### config.mk
export PLATFORM = sky130hd
export DESIGN_NAME = decimating_sample_sync
export DESIGN_NICKNAME = d
export VERILOG_FILES = /design/src/rtl/decimating_sample_sync.sv
export SDC_FILE = /design/constraint.sdc
export NUM_CORES = 1
export LEC_CHECK = 0
export CAP_MARGIN = 20
export CORE_UTILIZATION = 45
export DETAILED_ROUTE_END_ITERATION = 10
export GPL_TIMING_DRIVEN = 0
export HOLD_SLACK_MARGIN = 0.15
export RECOVER_POWER = 25
export SETUP_SLACK_MARGIN = 0.15
export SLEW_MARGIN = 20
export SYNTH_ARGS = -nofsm -noshare
export SYNTH_HDL_FRONTEND = slang
export SYNTH_SLANG_ARGS = --single-unit
### constraint.sdc
create_clock -name clk -period 4.9 [get_ports clk]
set_input_delay 0.49 -clock clk [delete_from_list [all_inputs] [get_ports clk]]
set_output_delay 0.49 -clock clk [all_outputs]
set_load 0.01 [all_outputs]
### src/rtl/decimating_sample_sync.sv
// decimating_sample_sync
// Multi-channel sample rate reducer: gathers 2^n valid samples per channel and
// emits one reduced sample per channel (last, mean, peak-max or peak-min) to a
// valid/ready consumer. Single clock domain, synchronous active-high reset.
module decimating_sample_sync #(
    parameter int WIDTH        = 12,
    parameter int CHANNELS     = 2,
    parameter int DEC_LOG2_MAX = 4
) (
    input  logic                                clk,
    input  logic                                reset,
    input  logic                                in_valid,
    input  logic [CHANNELS*WIDTH-1:0]           in_data,
    input  logic [1:0]                          mode,
    input  logic [$clog2(DEC_LOG2_MAX+1)-1:0]   dec_log2,
    output logic                                out_valid,
    input  logic                                out_ready,
    output logic [CHANNELS*WIDTH-1:0]           out_data,
    output logic                                overrun
);

    localparam int NW = $clog2(DEC_LOG2_MAX + 1);
    localparam int CW = $clog2((1 << DEC_LOG2_MAX) + 1);
    localparam int AW = WIDTH + DEC_LOG2_MAX;

    typedef enum logic {
        IDLE,
        ACCUM
    } state_t;

    typedef enum logic [1:0] {
        MODE_LAST = 2'd0,
        MODE_MEAN = 2'd1,
        MODE_MAX  = 2'd2,
        MODE_MIN  = 2'd3
    } mode_t;

    // Window tracking and per-window latched configuration
    state_t                      state;
    logic [CW-1:0]               count;
    logic [1:0]                  win_mode;
    logic [NW-1:0]               win_n;
    logic [AW-1:0]               acc      [CHANNELS];

    // Completed-window result waiting one cycle before reaching the output register
    logic                        res_pend;
    logic [CHANNELS*WIDTH-1:0]   res_data;

    // Combinational next-state values
    logic                        first;
    logic [NW-1:0]               dec_clamped;
    logic [1:0]                  eff_mode;
    logic [NW-1:0]               eff_n;
    logic [CW-1:0]               count_inc;
    logic [CW-1:0]               window_len;
    logic                        window_done;
    logic [AW-1:0]               acc_next [CHANNELS];
    logic [CHANNELS*WIDTH-1:0]   result;

    // Pick the configuration for this sample: live inputs open a window, latched values continue one
    always_comb begin
        dec_clamped = (dec_log2 > NW'(DEC_LOG2_MAX)) ? NW'(DEC_LOG2_MAX) : dec_log2;
        first       = (state == IDLE);
        eff_mode    = first ? mode : win_mode;
        eff_n       = first ? dec_clamped : win_n;
        count_inc   = count + 1'b1;
        window_len  = CW'(1) << eff_n;
        window_done = in_valid && (count_inc == window_len);
    end

    // Per-channel reduction of the incoming sample into the accumulator and the window result
    always_comb begin
        result = '0;
        for (int c = 0; c < CHANNELS; c++) begin
            logic [AW-1:0] sample_ext;
            sample_ext  = AW'(in_data[c*WIDTH +: WIDTH]);
            acc_next[c] = sample_ext;
            case (mode_t'(eff_mode))
                MODE_MEAN: begin
                    if (!first) begin
                        acc_next[c] = acc[c] + sample_ext;
                    end
                end
                MODE_MAX: begin
                    if (!first && (acc[c] > sample_ext)) begin
                        acc_next[c] = acc[c];
                    end
                end
                MODE_MIN: begin
                    if (!first && (acc[c] < sample_ext)) begin
                        acc_next[c] = acc[c];
                    end
                end
                default: begin
                    acc_next[c] = sample_ext;
                end
            endcase
            if (mode_t'(eff_mode) == MODE_MEAN) begin
                result[c*WIDTH +: WIDTH] = WIDTH'(acc_next[c] >> eff_n);
            end else begin
                result[c*WIDTH +: WIDTH] = WIDTH'(acc_next[c]);
            end
        end
    end

    // Window FSM: count accepted samples, latch config on the first, stage the result on the last
    always_ff @(posedge clk) begin
        if (reset) begin
            state    <= IDLE;
            count    <= '0;
            win_mode <= '0;
            win_n    <= '0;
            res_pend <= 1'b0;
            res_data <= '0;
            for (int c = 0; c < CHANNELS; c++) begin
                acc[c] <= '0;
            end
        end else begin
            res_pend <= window_done;
            if (window_done) begin
                res_data <= result;
            end
            if (in_valid) begin
                for (int c = 0; c < CHANNELS; c++) begin
                    acc[c] <= acc_next[c];
                end
                if (first) begin
                    win_mode <= mode;
                    win_n    <= dec_clamped;
                end
                if (window_done) begin
                    count <= '0;
                    state <= IDLE;
                end else begin
                    count <= count_inc;
                    state <= ACCUM;
                end
            end
        end
    end

    // Output register: load new results, drop valid on handshake, flag overwrites of unread data
    always_ff @(posedge clk) begin
        if (reset) begin
            out_valid <= 1'b0;
            out_data  <= '0;
            overrun   <= 1'b0;
        end else if (res_pend) begin
            out_data  <= res_data;
            out_valid <= 1'b1;
            if (out_valid && !out_ready) begin
                overrun <= 1'b1;
            end
        end else if (out_valid && out_ready) begin
            out_valid <= 1'b0;
        end
    end

endmodule

==> flow_summary.json <==
{
  "status": "completed",
  "dpl.hpwl_mm": 23.0,
  "min_from": "win_n[0]",
  "grt_antenna_before_repair": 0,
  "setup_viol": 0,
  "io_buffers": 57,
  "cts_max_level": 3,
  "rsz0062_at_grt": "false",
  "dp_cells": 1285,
  "hold_class": "reg2reg",
  "slew_violations": 0,
  "final_cells": 1301,
  "startpoint": "in_data[5]",
  "gp_congestion": 0.977,
  "required_ps": 5100,
  "synth_most_common_cell": "nor2_1",
  "syn_area_um2": 8110,
  "synth-seq-cells": 94,
  "drt_iter0_drc": 951,
  "dieWidth_um": 136,
  "holdWs_ps": 462,
  "finalClockSkew_ps": 11.3,
  "p_comb_share_pct": 36.7,
  "cts_sinks": 94,
  "drc": 0,
  "cts.root.buffer_cell": "clkbuf_16",
  "drt_pre_antenna_iters": 6,
  "fill_cells": 1746,
  "fin_nets": 1155,
  "pwr-share-seq_pct": 35.2,
  "via_count": 8479,
  "cts_tree": "built",
  "max_cap_violations": 0,
  "worstSetupStartpointType": "primary input",
  "ir_drop_v": 0.000183,
  "p_switching_mw": 1.03,
  "synth_area_leader_cell": "dfxtp_1",
  "cts.clk_slew.worst_paths_ps": 70,
  "syn_nets": 1087,
  "timing.final.crit_period_ps": 4530,
  "cp-end-kind": "flop",
  "finalPower_mw": 2.58,
  "yosys_warnings": 0,
  "p_int_mw": 1.55,
  "die_h_um": 136,
  "drive_gt1_share_pct": 5.95,
  "initial_utilization_pct": 46.6,
  "clk_latency_ps": 360,
  "power.density_nw_per_um2": 279,
  "grt_max_degree": 33,
  "groute.usage.overall_pct": 33.0,
  "grt_pass1_wl_mm": 46.0,
  "ios": 59,
  "numCtsBuffers": 9,
  "tightest_slew_ps": 991,
  "num_rows": 48,
  "synth_edf_count": 32,
  "wl_per_cell_um": 23.0,
  "via_per_inst": 6.52,
  "synth_top_area_share_pct": 15.3,
  "ys_top_cells_by_count": "nor2_1, nand2_1, dfxtp_1, o21ai_0, a21oi_1",
  "hold_violations": 0,
  "postCtsSetupRepairBufs": 0,
  "ys.flop_type": "dfxtp_1",
  "cts.hold.buffers_added": 0,
  "grt_pass1_vias": 7930,
  "clock_path_buffers": 2,
  "clkPwrFrac_pct": 28.0,
  "avgSynthCellArea_um2": 8.08,
  "antenna_left": 0,
  "synthCells": 1003,
  "synth_area_leaders": "dfxtp_1, edfxtp_1, ha_1",
  "gr-total-overflow": 0,
  "fmax_ghz": 0.221,
  "slew_headroom_pct": 33.9,
  "async_flop_share_pct": 0,
  "num_antenna_cells": 0,
  "crit_type": "in2reg",
  "p_sw_share_pct": 40.0,
  "critPathMaxFanout": 10,
  "synth_cell_types": 96,
  "fp.dieArea_um2": 18600,
  "area_delta_synth_final_pct": 14.4,
  "wirelength_mm": 29.9,
  "finalCritPeriodShare_pct": 92.4,
  "yosysSeqAreaShare_pct": 27.2,
  "r2r_start": "state",
  "p_leak_nw": 3.67,
  "core_um2": 17400,
  "critPathArrivalTime_ps": 4730
}
==> metal layers <==
metal	vias up	part of all wire (%)	global-route usage [%]
met4	0	3.4	14.3
met1	4062	45	44.9
met2	414	44	51.6
met5	-	0	0
met3	64	7.5	4.70
li1	3939	-	-
==> registers in the layout, indices dropped and copies added (netlist names), 2 cells and up <==
name / cells
acc: 32
out_data: 24
res_data: 24
count: 5
win_n: 3
win_mode: 2
==> placed cells by master, fill, tap and decap left out, types with 32 or more instances in the layout <==
cell type,count
mux2i_1,44
clkbuf_1,48
inv_1,43
edfxtp_1,32
nor2_1,135
ha_1,49
o21ai_0,61
dfxtp_1,62
nand2_1,86
a21oi_1,56
==> stage by stage <==
| stage | util [%] | setup TNS, ps | setup WS (ps) | instance area, um^2 |
|---|---|---|---|---|
| 5_1_grt | 53.2 | 0 | 177 | 9270 |
| 4_1_cts | 53.1 | 0 | 308 | 9250 |
| 2_1_floorplan | - | 0 | 1430 | 8110 |
| 3_5_place_dp | 51.4 | -483 | -199 | 8960 |
| 3_3_place_gp | 51.4 | -681 | -247 | 8960 |
| 6_report | 53.2 | 0 | 374 | 9270 |
==> final timing paths <==
kind | to | cells after the start | slack, ps
worst min-delay path | win_n[0] | 2 | 460
worst max-delay path | res_data[10] | 14 | 370
worst min register to register | win_n[0] | 2 | 460
worst max register to register | res_data[8] | 10 | 530
==> power by group through the flow <==
stage	logic [mW]	registers, mW	clock network, mW
floorplan	0.629	0.909	0
global placement	0.915	0.928	0
detailed placement	0.914	0.928	0
CTS	0.920	0.910	0.725
global route	1.02	0.917	0.751
finish	0.949	0.911	0.724
==> kinds of logic (layout without fill, tap and decap cells) <==
| family | count (synthesis) | count (layout) | synth area share, % |
|---|---|---|---|
| fa+ha+maj | 51 | 51 | 8.06 |
| mux | 51 | 51 | 6.54 |
| buf+inv | 100 | 173 | 4.78 |
| xor+xnor | 17 | 17 | 1.84 |
| compound gates | 331 | 331 | 30.7 |
| flops | 94 | 94 | 27.2 |
| simple gates | 359 | 359 | 20.9 |
==> timing repair <==
action,CTS,global route
setup endpoints to repair,1,11
gates resized for setup,1,4
pin swaps,0,0
==> worst max-delay path, stage by stage <==
cell,delay [ps]
clkdlybuf4s50_1,600
inv_1,70
ha_1,400
a21oi_1,150
o21ai_0,270
a2111oi_4,560
a21boi_2,200
or2_1,330
buf_2,250
a221o_1,400
mux2i_1,270
o22ai_1,150
a221oi_1,440
a2111oi_0,140
==> layout make-up <==
cell class / instances / area, um^2 / area share (%)
Inverter: 44 / 165 / 1.78
Clock inverter: 7 / 62.6 / 0.675
Buffer: 56 / 223 / 2.40
Sequential cell: 94 / 2200 / 23.7
Timing Repair Buffer: 57 / 571 / 6.15
Tap cell: 225 / 282 / 3.04
Multi-Input combinational cell: 809 / 5540 / 59.8
Clock buffer: 9 / 225 / 2.43
Power figures use the tool's default switching activity.
